**src/rtl/adc_seq_ctrl.sv**
```systemverilog
// adc_seq_ctrl: round-robin ADC channel sequencer that re-tags one-frame-late results into a valid/ready holding register
module adc_seq_ctrl #(
    parameter int BYTE_W = 8,
    parameter int GAP_W  = 8
) (
    input  logic              sys_clk,
    input  logic              rst,
    input  logic              start,
    input  logic              stop,
    input  logic [1:0]        chan_mask,
    input  logic [GAP_W-1:0]  gap_cycles,
    input  logic              clr_ovr,
    output logic              adc_en,
    output logic              adc_chan,
    input  logic [BYTE_W-1:0] adc_data,
    input  logic              adc_done,
    output logic [BYTE_W-1:0] smp_data,
    output logic              smp_chan,
    output logic              smp_valid,
    input  logic              smp_ready,
    output logic              overrun,
    output logic              busy
);
    typedef enum logic [1:0] {IDLE, CONVERT, GAP} state_t;
    state_t state, state_n;
    logic cur_chan, cur_n, prev_chan, prev_chan_n, prev_valid, prev_valid_n;
    logic stop_pend, stop_n, done_q, done_edge, push, drop;
    logic [GAP_W-1:0] gap_cnt, gap_n;
    assign done_edge = adc_done & ~done_q;
    assign drop = push & smp_valid & ~smp_ready;
    always_comb begin
        state_n = state;
        cur_n = cur_chan;
        prev_chan_n = prev_chan;
        prev_valid_n = prev_valid;
        gap_n = gap_cnt;
        push = 1'b0;
        if (state == IDLE) begin
            if (start && chan_mask != 2'b00) begin
                state_n = CONVERT;
                cur_n = ~chan_mask[0];
                prev_valid_n = 1'b0;
            end
        end else if (state == CONVERT) begin
            if (done_edge) begin
                push = prev_valid;
                prev_chan_n = cur_chan;
                prev_valid_n = 1'b1;
                cur_n = chan_mask[~cur_chan] ? ~cur_chan : cur_chan;
                gap_n = '0;
                state_n = (stop_pend || chan_mask == 2'b00) ? IDLE : GAP;
            end
        end else if (gap_cnt == gap_cycles) begin
            state_n = stop_pend ? IDLE : CONVERT;
        end else begin
            gap_n = gap_cnt + 1'b1;
        end
        stop_n = (state != IDLE) && (state_n != IDLE) && (stop_pend || stop);
    end
    always_ff @(posedge sys_clk) begin
        if (rst) begin
            state <= IDLE;
            cur_chan <= 1'b0;
            prev_chan <= 1'b0;
            prev_valid <= 1'b0;
            stop_pend <= 1'b0;
            done_q <= 1'b0;
            gap_cnt <= '0;
            adc_en <= 1'b0;
            adc_chan <= 1'b0;
            busy <= 1'b0;
            smp_data <= '0;
            smp_chan <= 1'b0;
            smp_valid <= 1'b0;
            overrun <= 1'b0;
        end else begin
            state <= state_n;
            cur_chan <= cur_n;
            prev_chan <= prev_chan_n;
            prev_valid <= prev_valid_n;
            stop_pend <= stop_n;
            done_q <= adc_done;
            gap_cnt <= gap_n;
            adc_en <= state_n == CONVERT;
            adc_chan <= cur_n;
            busy <= state_n != IDLE;
            if (push && !drop) begin
                smp_data <= adc_data;
                smp_chan <= prev_chan;
                smp_valid <= 1'b1;
            end else if (smp_valid && smp_ready) begin
                smp_valid <= 1'b0;
            end
            overrun <= drop | (overrun & ~clr_ovr);
        end
    end
endmodule
```
**config.mk**
```make
export PLATFORM = sky130hd
export DESIGN_NAME = adc_seq_ctrl
export DESIGN_NICKNAME = d
export VERILOG_FILES = /design/src/rtl/adc_seq_ctrl.sv
export SDC_FILE = /design/constraint.sdc
export NUM_CORES = 1
export LEC_CHECK = 0
export CAP_MARGIN = 20
export CORE_AREA = 5 5 59 61
export CTS_CLUSTER_SIZE = 30
export DETAILED_ROUTE_END_ITERATION = 10
export DIE_AREA = 0 0 64 66
export GPL_TIMING_DRIVEN = 0
export PLACE_DENSITY = 0.9
export REMOVE_ABC_BUFFERS = 1
export SLEW_MARGIN = 25
export SYNTH_ARGS = -nofsm -noshare
export SYNTH_HDL_FRONTEND = slang
export SYNTH_SLANG_ARGS = --single-unit
```
**constraint.sdc**
```tcl
create_clock -name sys_clk -period 2.2 [get_ports sys_clk]
set_input_delay 0.33 -clock sys_clk [delete_from_list [all_inputs] [get_ports sys_clk]]
set_output_delay 0.33 -clock sys_clk [all_outputs]
set_load 0.05 [all_outputs]
```
==> metrics.txt, run 1 <==
CP startpoint kind flop; Max VDD drop roughly 0.00055 V; CP Data Arrival Time 2.19 ns; max-cap check violation count 0; outcome complete, no violations; Mapped Area 0.00140 mm2; cts hold-fix bufs 0; Die Area around 0.0042 mm2; Post-layout nets 212; # diodes 0; starting density of the core between 40 and 50%; P_int 0.000698 W; number of port buffers 38; total power 0.000930 W; clock sinks 28; DP Area around 0.0018 mm2; H-tree levels 1; mux share of post-synthesis cell area 12.2%; RSZ-0062 raised after global routing false; Fill cells between 200 and 300; Core Rows 20; Pins Over Slew Limit 0; DRC viols 0; Static Leak 0.672 nW; crit-path cells and4bb_2 -> nand3_1 -> mux2i_1 -> nor2_1; clock network power share 26.2%; relative slew slack 63.8%; cts repair resizes 0; vias per std cell roughly 5.7; register share of total power 57.4%; critical path's largest stage delay roughly 0.55 ns; DP HPWL ~2.5 mm; XOR/XNOR share of the synthesized area 5.55%; total track usage between 10% and 20%; Final setup violation count 0; setup ws final a little over 0.2 ns; CP Launch Point state[1]; insertion delay to the later sink of the worst-skew pair between 0.3 and 0.4 ns; post-CTS setup buffers 0; io pins 39; GRT overflow 0; period utilization roughly nine tenths; Worst-path clk slew 0.15 ns; hold slack around 0.45 ns; worst-path maximum fanout 16; ratio of cells with drive above 1 in the final layout 5.41%; Worst Setup Path Type flop to flop; Final Instance Area 0.00179 mm2; Layout Skew between 0.01 and 0.015 ns; Sw Ratio 24.9%; Hold Fails Final Rpt 0; cts bufs inserted 3; Syn Area/Cell 9.13 um2; Synth cell types 39; Gate power share 16.4%; crit path max-delay cell type and4bb_2; final core utilization 61.2%; register area share after synthesis around 40%; cell at the root of the clock tree clkbuf_4; clk buf depth 2; first-pass GRT wire length 5.56 mm; Hold Path Origin rst; cells after synthesis 153; vias in the first global route 1339; Net Switching 0.000232 W; max frequency 502 MHz; pin count of the biggest net entering global routing 31; routed wire length 3.25 mm; Die H 66 um; Worst Path Required 2.40 ns; main combinational cell family by area after synthesis simple AND/OR/NAND/NOR gates; Routability Congestion 0.858; Synth Area in Simple Gates 21.5%; Area Overhead vs Synth 28.3%; FF-to-FF Start state[1]; synthesized flop and latch total 28; First-pass DRT Iterations 4; pwr/cell area 519 mW/mm2; DIE WIDTH 64 um; Place WS -0.0447 ns; HP Class input pin to flop; CTS tree yes; post-synthesis compound-gate area fraction 14.9%; Synth Area in Adders 0.895%; worst-margin pin slew roughly 0.54 ns; DR vias 1235; Min Clock Period, post-route about 2 ns; Yosys warnings 0; initial drt markers 55; wire per inst 14.9 um; Core Region between 0.002 and 0.003 mm2; antenna violations before repair 0; Critical Path End Type flop; Routed Antenna Nets 0
==> layer usage <==
metal | vias to the layer above | global-route usage, % | wire [um]
li1 | 614 | - | -
met4 | 0 | 4.68 | 28
met1 | 579 | 15.3 | 1210
met3 | 2 | 4.93 | 213
met2 | 40 | 33.3 | 1790
met5 | - | 0 | 0
==> cells in the mapped netlist <==
| library cell | count | area [um2] |
|---|---|---|
| dfxtp_1 | 28 | 561 |
| nor2_1 | 18 | 67.6 |
| mux2i_1 | 17 | 170 |
| nand2_1 | 13 | 48.8 |
| a21oi_1 | 9 | 45.0 |
| xnor2_1 | 7 | 61.3 |
| nand4_1 | 6 | 37.5 |
| or3_1 | 5 | 31.3 |
| clkbuf_1 | 4 | 15.0 |
| o21ai_0 | 4 | 20.0 |
| buf_2 | 3 | 15.0 |
| inv_1 | 3 | 11.3 |
| nand2b_1 | 3 | 18.8 |
| a211oi_1 | 2 | 15.0 |
| a21o_1 | 2 | 15.0 |
| a221oi_1 | 2 | 17.5 |
| and4_1 | 2 | 17.5 |
| buf_6 | 2 | 22.5 |
| nor2b_1 | 2 | 12.5 |
| o22ai_1 | 2 | 12.5 |
| a2111oi_0 | 1 | 8.76 |
| a2111oi_4 | 1 | 27.5 |
| a21boi_0 | 1 | 7.51 |
| a311oi_1 | 1 | 8.76 |
| a31oi_1 | 1 | 6.26 |
| and2_1 | 1 | 6.26 |
| and4bb_2 | 1 | 12.5 |
| clkbuf_2 | 1 | 5.00 |
| ha_1 | 1 | 12.5 |
| nand3_1 | 1 | 5.00 |
| nand4b_1 | 1 | 8.76 |
| o211ai_1 | 1 | 7.51 |
| o21bai_1 | 1 | 7.51 |
| o221ai_1 | 1 | 8.76 |
| or3_2 | 1 | 7.51 |
| or3b_2 | 1 | 8.76 |
| or4_1 | 1 | 7.51 |
| or4b_1 | 1 | 10.0 |
| xnor2_2 | 1 | 16.3 |
==> power by group through the flow <==
stage / logic (W) / registers [W] / clock network (W)
floorplan: 0.0000559 / 0.000562 / 0
global placement: 0.000147 / 0.000544 / 0
detailed placement: 0.000153 / 0.000545 / 0
CTS: 0.000154 / 0.000534 / 0.000253
global route: 0.000164 / 0.000537 / 0.000278
finish: 0.000152 / 0.000534 / 0.000244
==> metrics by stage <==
step / instances / TNS (ns)
floorplan: 143 / 0
global placement: 214 / 0
detailed placement: 214 / -0.332
CTS: 218 / 0
global route: 218 / 0
finish: 218 / 0
==> worst paths after layout <==
| check | endpoint | slack (ns) | cells after the start |
|---|---|---|---|
| max | smp_data[7] | 0.21 | 4 |
| min | prev_valid | 0.45 | 2 |
| max reg2reg | smp_data[7] | 0.21 | 4 |
| min reg2reg | smp_data[2] | 0.52 | 2 |
==> layout make-up <==
class / instances / area (um2) / area share [%]
Multi-Input combinational cell: 112 / 768 / 42.8
Sequential cell: 28 / 561 / 31.3
Timing Repair Buffer: 38 / 375 / 20.9
Tap cell: 33 / 41.3 / 2.30
Clock buffer: 4 / 36.3 / 2.02
Inverter: 3 / 11.3 / 0.628
==> layout by cell type, fill, tap and decap left out, types with 2 or more instances in the layout <==
cell type and n:
clkdlybuf4s50_1 37, dfxtp_1 28, nor2_1 18, mux2i_1 17, nand2_1 13, a21oi_1 9, xnor2_1 7, nand4_1 6
or3_1 5, o21ai_0 4, nand2b_1 3, inv_1 3, clkbuf_4 3, and4_1 2, a211oi_1 2, a21o_1 2
a221oi_1 2, o22ai_1 2, nor2b_1 2
==> flip-flops by register name (all words and copies together), names as in the netlist <==
name / count
stop_pend: 1
smp_valid: 1
cur_chan: 1
overrun: 1
gap_cnt: 8
prev_chan: 1
adc_en: 1
smp_data: 8
smp_chan: 1
done_q: 1
state: 2
busy: 1
prev_valid: 1
==> cells by family after synthesis <==
family	count (synthesis)
AO/OA/AOI/OAI	29
multiplexers	17
adder cells (fa/ha/maj)	1
XOR/XNOR	8
buffers and inverters	13
AND/OR/NAND/NOR	57
flip-flops	28
==> worst max-delay path, delay by kind of cell (launching register included) <==
family | cells | cell delay, ns
simple gates | 3 | 1.06
flops | 1 | 0.50
mux | 1 | 0.30
(Power assumes the default switching activity.)
==> run 2, diff against run 1 <==
CORE_AREA = 5 5 64 66   (was 5 5 59 61)
DIE_AREA = 0 0 69 71   (was 0 0 64 66)
PLACE_DENSITY = 0.82   (was 0.9)
SLEW_MARGIN = not set   (was 25)
clock period = 1.65 ns   (was 2.2 ns; I/O delays follow)
==> metrics.txt, run 2 (same netlist as run 1, synthesis figures left out) <==
outcome complete, no violations; max-cap check violation count 0 (unchanged); total track usage 11.8% (-4.6 points); FF-to-FF Start gap_cnt[3]; pin count of the biggest net entering global routing 31 (unchanged); Final Instance Area 0.00187 mm2 (+4.5%); CP startpoint kind flop; routed wire length 2.96 mm (-8.9%); period utilization 94.1% (+3.5 points); relative slew slack 33.3% (-30 points); Routed Antenna Nets 0 (unchanged); Hold Path Origin stop; # diodes 0 (unchanged); max frequency 644 MHz (+28%); first-pass GRT wire length 4.78 mm (-14%); io pins 39 (unchanged); Final setup violation count 0 (unchanged); Routability Congestion 0.796 (-7.2%); P_int 0.000931 W (+33%); critical path's largest stage delay 0.56 ns (about the same); DR vias 1207 (-2.3%); Worst-path clk slew 0.15 ns (about the same); worst-path maximum fanout 6 (-10); clock network power share 26.6% (+0.4 points); ratio of cells with drive above 1 in the final layout 14.4% (+9.0 points); starting density of the core 39.7% (-8.1 points); antenna violations before repair 0 (unchanged); CTS tree yes; initial drt markers 53 (-3.6%); First-pass DRT Iterations 4 (unchanged); Die Area 0.00490 mm2 (+16%); most frequent cells in the layout clkdlybuf4s50_1, dfxtp_1, mux2i_1, nor2_1, dlygate4sd2_1; Critical R2R Capture state[0]; crit path buf inv count 0 (unchanged); Hold Fails Final Rpt 0 (unchanged); clk buf depth 2 (unchanged); Placed Cells 229 (+7.0%); Core Region 0.00352 mm2 (+20%); clock sinks 28 (unchanged); Total Neg Setup Slack 0 ns (unchanged); CP Data Arrival Time 1.80 ns (-0.39 ns); cts hold-fix bufs 0 (unchanged); vias per std cell 5.14 (-9.3%); Critical Path End Type flop; worst hold path cell count 3 (+1); HP Class input pin to flop; most common cell after layout, fill and taps aside clkdlybuf4s50_1; DRC viols 0 (unchanged); H-tree levels 1 (unchanged); Die H 71 um (+7.6%); Min Clock Period, post-route 1.55 ns (-0.440 ns); DP Area 0.00178 mm2 (+1.1%); vias in the first global route 1106 (-17%); Area Overhead vs Synth 34.1%; crit-path cells xnor2_1 -> nand4_1 -> or4_4 -> a31oi_1; Net Switching 0.000315 W (+36%); hold path endpoint stop_pend; Pins Over Slew Limit 0 (unchanged); Post-layout nets 214 (+0.94%); cell at the root of the clock tree clkbuf_4; DP HPWL 2.05 mm (-17%); Worst R2R Path Depth 4 (unchanged); DIE WIDTH 69 um (+7.8%); pwr/cell area 665 mW/mm2 (+28%); Worst Setup Path Type flop to flop; insertion delay to the later sink of the worst-skew pair 0.32 ns (about the same); Max VDD drop 0.000330 V (-40%); Finished Layout Cells 235 (+7.8%); Layout Skew 0.00387 ns (-0.00704 ns); GRT overflow 0 (unchanged); Static Leak 0.764 nW (+14%); Worst Path Required 1.90 ns (-0.50 ns); number of port buffers 38 (unchanged); register-to-register setup slack 0.1 ns (-0.11 ns); Crit path max-delay family simple AND/OR/NAND/NOR gates; final core utilization 53.2% (-8.0 points); register share of total power 57.0% (-0.4 points); cts bufs inserted 3 (unchanged); crit path max-delay cell type or4_4; wire per inst 12.6 um (-15%); worst-margin pin slew 1.00 ns (+0.459 ns); largest registers gap_cnt: 8 flops, smp_data: 8 flops, state: 2 flops; Core Rows 22 (+10%); Sw Ratio 25.3% (+0.34 points); Gate power share 16.5% (about the same)
run 2: worst register-to-register path, cell delays in order (launching register included):
cell and delay, ns:
dfxtp_2 0.38, xnor2_1 0.19, nand4_1 0.19, or4_4 0.56
a31oi_1 0.15
run 2: repair_timing:
action,4_1_cts,5_1_grt
pin swaps,0,4
endpoints found under the setup margin,32,10
gates resized for setup,23,12
gates cloned,0,0
buffers inserted,0,2
run 2: power by group through the flow:
stage | sequential, W | combinational, W | clock, W
2_1_floorplan | 0.000750 | 0.0000746 | 0
3_3_place_gp | 0.000725 | 0.000199 | 0
3_5_place_dp | 0.000725 | 0.000201 | 0
4_1_cts | 0.000711 | 0.000198 | 0.000352
5_1_grt | 0.000714 | 0.000223 | 0.000381
6_report | 0.000710 | 0.000205 | 0.000331
run 2: cell type report:
class,instances,area (um2)
Sequential cell,28,577
Timing Repair Buffer,40,377
Fill cell,369,1650
Multi-Input combinational cell,112,813
Tap cell,48,60.1
Clock buffer,4,36.3
Inverter,3,11.3
run 2: stage by stage:
| step | total power (W) | hold WS, ns | setup WS (ns) |
|---|---|---|---|
| 2_1_floorplan | 0.000824 | 0.317 | 0.0369 |
| 3_3_place_gp | 0.000924 | 0.470 | -0.483 |
| 3_5_place_dp | 0.000926 | 0.480 | -0.501 |
| 4_1_cts | 0.00126 | 0.476 | 0.00375 |
| 5_1_grt | 0.00132 | 0.484 | -0.0105 |
| 6_report | 0.00125 | 0.496 | 0.0977 |
run 2: worst max-delay path by stage:
stage / cells after the start / end / slack (ns) / startpoint
floorplan: 4 / smp_chan / 0.04 / state[1]
global placement: 5 / smp_data[6] / -0.48 / adc_done
detailed placement: 5 / smp_data[2] / -0.50 / adc_done
CTS: 4 / state[0] / 0.004 / gap_cnt[0]
global route: 4 / state[0] / -0.01 / gap_cnt[7]
finish: 4 / state[0] / 0.1 / gap_cnt[3]
run 2: layer usage:
layer	global-route usage, %	vias up	share of wire [%]
met5	0	-	0
met4	4.77	0	0.64
met3	3.98	2	6.5
met2	18.6	30	48
met1	14.8	552	45
li1	-	623	-
